File: src/rtl/sort4_sched_if.sv
// sort4_sched_if: load/drain handshake and status bundle for the 4-element sorter
interface sort4_sched_if;
  logic [3:0] i_data;
  logic       i_valid;
  logic       i_ready;
  logic [3:0] o_data;
  logic       o_valid;
  logic       o_ready;
  logic       o_last;
  logic       o_busy;
  logic [2:0] o_swaps;
  modport master (output i_data, i_valid, o_ready, input i_ready, o_data, o_valid, o_last, o_busy, o_swaps);
  modport slave  (input i_data, i_valid, o_ready, output i_ready, o_data, o_valid, o_last, o_busy, o_swaps);
endinterface

File: src/rtl/sort4_sched.sv
// sort4_sched: loads four nibbles, bubble-sorts them with one shared comparator, drains them in order
module sort4_sched #(
  parameter bit DESCEND = 1'b0
) (
  input logic          clk,
  input logic          rst_n,
  sort4_sched_if.slave s
);
  typedef enum logic [1:0] {LOAD, SORT, DRAIN} state_t;
  state_t     r_state, w_next;
  logic [3:0] r_r [4];
  logic [2:0] r_cnt, r_swaps;
  logic [1:0] w_j, w_j1;
  logic [3:0] w_a, w_b;
  logic [4:0] w_diff;
  logic       w_gt, w_in_fire, w_out_fire;
  // r_cnt is the load index k, the compare index, and the drain index m in turn
  assign w_j        = (r_cnt == 3'd1 || r_cnt == 3'd4) ? 2'd1 : (r_cnt == 3'd2) ? 2'd2 : 2'd0;
  assign w_j1       = w_j + 2'd1;
  assign w_a        = DESCEND ? r_r[w_j1] : r_r[w_j];
  assign w_b        = DESCEND ? r_r[w_j] : r_r[w_j1];
  // a > b exactly when b - a borrows
  assign w_diff     = {1'b0, w_b} - {1'b0, w_a};
  assign w_gt       = w_diff[4];
  assign w_in_fire  = s.i_valid && s.i_ready;
  assign w_out_fire = s.o_valid && s.o_ready;
  assign s.i_ready  = rst_n && (r_state == LOAD);
  assign s.o_valid  = (r_state == DRAIN);
  assign s.o_last   = (r_state == DRAIN) && (r_cnt[1:0] == 2'd3);
  assign s.o_data   = r_r[r_cnt[1:0]];
  assign s.o_busy   = (r_state != LOAD);
  assign s.o_swaps  = r_swaps;
  always_comb begin
    w_next = r_state;
    w_next = (r_state == LOAD && w_in_fire && r_cnt[1:0] == 2'd3) ? SORT :
             (r_state == SORT && r_cnt == 3'd5) ? DRAIN :
             (r_state == DRAIN && w_out_fire && r_cnt[1:0] == 2'd3) ? LOAD : r_state;
  end
  always_ff @(posedge clk or negedge rst_n) begin
    if (!rst_n) r_state <= LOAD;
    else r_state <= w_next;
  end
  always_ff @(posedge clk or negedge rst_n) begin
    if (!rst_n) begin
      r_cnt   <= 3'd0;
      r_swaps <= 3'd0;
      r_r     <= '{default: 4'd0};
    end else begin
      case (r_state)
        LOAD: if (w_in_fire) begin
          r_r[r_cnt[1:0]] <= s.i_data;
          r_cnt           <= {1'b0, r_cnt[1:0] + 2'd1};
          if (r_cnt[1:0] == 2'd3) r_swaps <= 3'd0;
        end
        SORT: begin
          r_cnt <= (r_cnt == 3'd5) ? 3'd0 : r_cnt + 3'd1;
          if (w_gt) begin
            r_r[w_j]  <= r_r[w_j1];
            r_r[w_j1] <= r_r[w_j];
            r_swaps   <= r_swaps + 3'd1;
          end
        end
        DRAIN: if (w_out_fire) r_cnt <= {1'b0, r_cnt[1:0] + 2'd1};
        default: r_cnt <= 3'd0;
      endcase
    end
  end
endmodule

File: src/flat_wrapper.sv
// flat-port wrapper written by rule: the top's interface ports become plain ports
module sort4_sched_flat 
#(
  parameter bit DESCEND = 1'b0
)
  (clk, rst_n, s_i_data, s_i_valid, s_o_ready, s_i_ready, s_o_data, s_o_valid, s_o_last, s_o_busy, s_o_swaps);
  sort4_sched_if s_i ();
  input logic clk;
  input logic rst_n;
  input wire logic [$bits(s_i.i_data)-1:0] s_i_data;
  input wire logic [$bits(s_i.i_valid)-1:0] s_i_valid;
  input wire logic [$bits(s_i.o_ready)-1:0] s_o_ready;
  output wire logic [$bits(s_i.i_ready)-1:0] s_i_ready;
  output wire logic [$bits(s_i.o_data)-1:0] s_o_data;
  output wire logic [$bits(s_i.o_valid)-1:0] s_o_valid;
  output wire logic [$bits(s_i.o_last)-1:0] s_o_last;
  output wire logic [$bits(s_i.o_busy)-1:0] s_o_busy;
  output wire logic [$bits(s_i.o_swaps)-1:0] s_o_swaps;
  assign s_i.i_data = s_i_data;
  assign s_i.i_valid = s_i_valid;
  assign s_i.o_ready = s_o_ready;
  assign s_i_ready = s_i.i_ready;
  assign s_o_data = s_i.o_data;
  assign s_o_valid = s_i.o_valid;
  assign s_o_last = s_i.o_last;
  assign s_o_busy = s_i.o_busy;
  assign s_o_swaps = s_i.o_swaps;
  sort4_sched #(.DESCEND(DESCEND)) u_core (.clk(clk), .rst_n(rst_n), .s(s_i));
endmodule
File: config.mk
export PLATFORM = sky130hd
export DESIGN_NAME = sort4_sched_flat
export DESIGN_NICKNAME = d
export VERILOG_FILES = /design/src/rtl/sort4_sched_if.sv /design/src/rtl/sort4_sched.sv /design/src/flat_wrapper.sv
export SDC_FILE = /design/constraint.sdc
export NUM_CORES = 1
export LEC_CHECK = 0
export CORE_MARGIN = 10
export CORE_UTILIZATION = 25
export CTS_CLUSTER_DIAMETER = 100
export DETAILED_ROUTE_END_ITERATION = 10
export PLACE_DENSITY = 0.51
export SLEW_MARGIN = 20
export SYNTH_ARGS = -nofsm -noshare
export SYNTH_HDL_FRONTEND = slang
export SYNTH_SLANG_ARGS = --single-unit
File: constraint.sdc
create_clock -name clk -period 4.1 [get_ports clk]
set_input_delay 0.615 -clock clk [delete_from_list [all_inputs] [get_ports clk]]
set_output_delay 0.615 -clock clk [all_outputs]
set_load 0.01 [all_outputs]
# --- Word level (Yosys, flattened, before mapping) ---
# Cells that the tools add are included.
totals:
  register_bits: 24
  inputBits: 8
  output_inout_bits: 11
  wordCells: 86
classes:
  mux: 34
  n_reduce_logical: 20
  addsub: 5
  n_eq_ne: 11
  order_cmp: 6
  n_bitwise: 3
op_table:
  columns: ["cell", "n"]
  rows:
  - ["16-bit bitwise mux", 3]
  - ["4-bit 2-to-1 mux", 9]
  - ["16-bit 2-to-1 mux", 2]
  - ["16-bit one-hot mux with 2 select lines", 1]
  - ["4-bit binary-select mux with 2-bit select", 3]
  - ["4-bit demux with 2-bit select", 3]
  - ["3-bit 2-to-1 mux", 6]
  - ["1-bit logical AND", 12]
  - ["2-bit 2-to-1 mux", 5]
  - ["3-bit greater-or-equal comparator (second input constant)", 3]
  - ["3-bit by 1-bit less-than comparator with 1-bit output (second input constant)", 3]
  - ["2-bit inverter with 3-bit output", 3]
  - ["3-bit one-hot mux with 3 select lines", 1]
  - ["3-bit by 1-bit adder with 3-bit output (second input constant)", 2]
  - ["3-bit equality test (second input constant)", 2]
  - ["3-bit one-hot mux with 2 select lines", 1]
  - ["4-bit by 4-bit subtractor with 5-bit output", 1]
  - ["2-bit by 1-bit adder with 2-bit output (second input constant)", 2]
  - ["2-bit equality test (second input constant)", 2]
  - ["2-bit by 1-bit inequality test with 1-bit output (second input constant)", 2]
  - ["2-bit inequality test (second input constant)", 2]
  - ["4-bit AND reduction", 1]
  - ["2-bit nonzero test", 2]
  - ["3-bit by 1-bit equality test with 1-bit output (second input constant)", 1]
  - ["other kinds (7)", 7]

# --- Longest topological paths before layout ---
depth:
  depth_word: 12
  depth_mapped: 15
  depth_no_buf: 11

# --- Worst setup path after synthesis ---
# No wires, ideal clock.
synth_path:
  kind: "reg2reg"
  startpoint: "register u_core.r_cnt[0]"
  endpoint: "register u_core.r_r[5] (netlist name)"
  required_time_ns: 3.975
  path_slack_ns: 0.326
  stages_incl_launch_ff: 16
  arrival_ns: 3.649
  period_less_slack_ns: 3.774
  cell_sequence: "dfrtp_1 clkbuf_1 inv_1 ha_1 clkbuf_1 o22ai_4 buf_1 mux2i_1 ha_1 a21oi_1 nand2_1 o31a_1 buf_6 or2_1 buf_6 mux2_4"
synth_between:
  elab_chain_cells: 12
synth_lines:
  columns: ["element", "line_no", "text"]
  rows:
  - ["from (decl)", "sort4_sched.sv:12", "logic [2:0] r_cnt, r_swaps;"]
  - ["from (signal assigned)", "sort4_sched.sv:52", "r_cnt <= {1'b0, r_cnt[1:0] + 2'd1};"]
  - ["from (signal assigned)", "sort4_sched.sv:56", "r_cnt <= (r_cnt == 3'd5) ? 3'd0 : r_cnt + 3'd1;"]
  - ["from (signal assigned)", "sort4_sched.sv:63", "DRAIN: if (w_out_fire) r_cnt <= {1'b0, r_cnt[1:0] + 2'd1};"]
  - ["branches (longest 12 deep; another with 4-bit by 4-bit subtractor with 5-bit output)", null, null]
  - ["to (signal, indexed assignment)", "sort4_sched.sv:51", "r_r[r_cnt[1:0]] <= s.i_data;"]
  - ["to (signal, indexed assignment)", "sort4_sched.sv:58", "r_r[w_j] <= r_r[w_j1];"]
  - ["to (signal, indexed assignment)", "sort4_sched.sv:59", "r_r[w_j1] <= r_r[w_j];"]
  - ["to (decl)", "sort4_sched.sv:11", "logic [3:0] r_r [4];"]
# Several ways; the timed one is not identified. The select of a mux whose other input is x is not followed.
# A chain may end at the register's enable or synchronous reset.

# --- Worst setup path in the final report ---
layout_path:
  startpoint: "register u_core.r_cnt[0]"
  endpoint: "register u_core.r_r[14] (netlist name)"
# Same word-level chain as after synthesis.

==> run metrics <==
endpoint class of the critical path flip-flop; antenna violations before repair 0; estimated wirelength of the detail-placed design 4460 um; register-to-register setup slack roughly 270 ps; post-synthesis cell type count 46; clock skew after layout approximately 3.2 ps; clock root buffer clkbuf_8; post-route cell area 2330 um2; Mapped Cells ~220; area of the die 12000 um2; beginning of the worst register-to-register path u_core.r_cnt[0]; leakage power total just over 0.9 nW; CTS HTree Levels 1; minimum clock period approximately 3800 ps; count of antenna diodes in the layout 0; Avg Vias per Cell 5.39; maximum buffer depth of the clock tree 2; type of the worst setup path reg2reg; post-cts sizing count 0; post-synthesis share of cell area spent on xor and xnor gates 0; layer with the highest usage after global routing met2; placeable core area slightly below 8000 um2; max-slew violation total from the final report 0; Worst Hold End u_core.s.o_swaps[2]; met2 demand-to-capacity share in global routing 0.157; total power divided by cell area ~740 nW/um2; number of violations reported at the end of detailed-routing iteration 0 199; area fraction in and, or, nand and nor cells after synthesis 0.153; top cell type by total area after synthesis dfrtp_1; post-detailed-placement cell area around 2300 um2; area share of the largest cell type after synthesis 0.299; clock sink count 24; Final Hold Vio Count 0; worst-case hold slack approximately 550 ps; TritonCTS clock tree done; Port Buf Inserts 18; highest clock rate approximately 0.26 GHz; setup repair after global routing missed its margin false; status finished clean; yosys synthesis warning count 0; Slew @ Worst Pin 775 ps; NumNets Final 246; post-layout utilization of the core 0.300; total power around 1.7 mW; GP Congestion about 0.91; aggregate global-route resource usage 0.103; worst setup path start u_core.r_cnt[0]; EDFF count, synth 0; path category of the worst min-delay check reg2reg; worst vdd rail ir drop roughly 0.22 mV; Net Count, Synth about 230; num rows 32; total congestion overflow after global routing 0; final cycle utilization of the critical path 0.934; x dimension of the die approximately 110 um; height of the die ~110 um; most common cell after layout, fill and taps aside dfrtp_1; hold buffer count at CTS 0; adder-cell share of the synthesized area 0.0623; Worst Hold Launch u_core.s.o_swaps[2]; average footprint of a synthesized cell a little over 9 um2; Synth-to-Final Area Change 16.2%; proportion of synthesized area in mux cells 0.194; number of global-route vias before repair approximately 1700; compound-gate portion of the synthesized area 0.231; combinational family with the most area after synthesis compound AO/OA/AOI/OAI gates; # IOs 19; ratio of cells with drive above 1 in the final layout 0.145; average routed wire per standard cell 18.2 um; post-synth design cell area around 2000 um2; prevailing post-synth register cell dfrtp_1; main area contributors after synthesis dfrtp_1 (30%), mux2i_1 (7.0%), ha_1 (6.2%), mux2_2 (5.0%), mux4_2 (4.5%); buffers inserted during post-CTS setup optimization 0; global-route wire length before repair between 9000 and 10000 um; worst skew pair latency approximately 270 ps; commonest non-fill, non-tap cells in the layout dfrtp_1 (24), nand2_1 (23), clkdlybuf4s50_1 (18), o21ai_0 (16), mux2i_1 (14); CP max FO 14; clock slew at the register clock pins of the worst setup and hold paths roughly 90 ps; depth of the most critical reg-to-reg path 10; CP startpoint kind flip-flop; Pre-Repair DR Iteration Count 4; pin count of the biggest net entering global routing 30; overall via count from detail_route ~1800; number of endpoints failing setup at the final stage 0; Residual DRC 0; Max-slew headroom 0.484; sequential element share of the synthesized area 0.299; share of synthesized flip-flops with an asynchronous set or reset 1.00; capture point of the worst reg-to-reg path u_core.r_r[14]; global routing met3 resource utilization 0.0181; critical path arrival 3990 ps; aggregate routed wire length between 5000 and 6000 um; register bit total from synthesis 24; worst hold path cell count 1; CTS Buf Count 3; Routed Antenna Nets 0; met1 Use GR 0.145; Post-Route Setup TNS 0 ps; starting density of the core 0.259; CP required roughly 4300 ps; count of maximum capacitance violations 0
-- final cells by class --
type | count | area, um2
timing repair buffer | 26 | 240
inverter | 6 | 22.5
sequential | 24 | 601
tap | 102 | 128
multi-input combinational | 167 | 1290
fill | 845 | 5430
clock buffer | 4 | 55.1
-- state kept, by name (all words and copies together) (netlist names) --
signal,count
u_core.s.o_swaps,3
u_core.r_cnt,3
u_core.r_state,2
u_core.r_r,16
-- Yosys cell counts (2+ instances only) --
master / instances
dfrtp_1: 24
nand2_1: 23
o21ai_0: 16
mux2i_1: 14
clkbuf_1: 12
ha_1: 10
mux2_2: 9
nand3_1: 9
nor2_1: 9
inv_1: 6
o211ai_1: 6
a21oi_1: 5
a221oi_1: 5
a32o_1: 4
mux4_2: 4
o22a_1: 4
o311ai_0: 4
a22oi_1: 3
and3_1: 3
buf_2: 3
buf_6: 3
mux2_4: 3
nand2b_1: 3
nor3_1: 3
a211o_1: 2
a211oi_1: 2
a22o_1: 2
and2_1: 2
nor2b_1: 2
nor3b_1: 2
o22ai_1: 2
o31a_1: 2
or2_2: 2
-- layer usage --
metal | part of all wire | wire length, um
met1 | 0.45 | 2700
met2 | 0.45 | 2710
met3 | 0.074 | 442
met4 | 0.020 | 122
met5 | 0 | 0
-- cells by family (layout without fill, tap and decap cells) --
family / count (synthesis) / after routing
AO/OA/AOI/OAI: 63 / 63
AND/OR/NAND/NOR: 63 / 63
multiplexers: 31 / 31
buffers and inverters: 25 / 36
flip-flops: 24 / 24
adder cells (fa/ha/maj): 10 / 10
-- per-stage QoR --
step                      instances  setup WS (ps)
after floorplan                 216            326
after CTS                       329            294
after global placement          325            403
after detailed placement        325            328
final                           329            270
after global routing            329          0.575
-- worst max-delay path: stages, from the launching register on --
cell and delay (ps):
dfrtp_1 650, inv_1 170, ha_1 410, o22ai_4 470, mux2i_1 410, ha_1 310, a21oi_1 200, nand2_1 70
o31a_1 320, nor2_1 330, mux2_2 380
-- power by group --
part	switching [mW]	internal [mW]	total (mW)
clock network	0.0834	0.0860	0.169
registers	0.155	0.332	0.487
logic	0.559	0.521	1.08
total	0.797	0.939	1.74
-- worst max path at each step --
stage          cells after the start             end  slack (ps)
2_1_floorplan                     15   u_core.r_r[5]         330
3_3_place_gp                      10  u_core.r_r[15]         400
3_5_place_dp                      10  u_core.r_r[15]         330
4_1_cts                           10  u_core.r_r[15]         290
5_1_grt                           10  u_core.r_r[15]         0.6
6_report                          10  u_core.r_r[14]         270
Power figures use the tool's default switching activity.
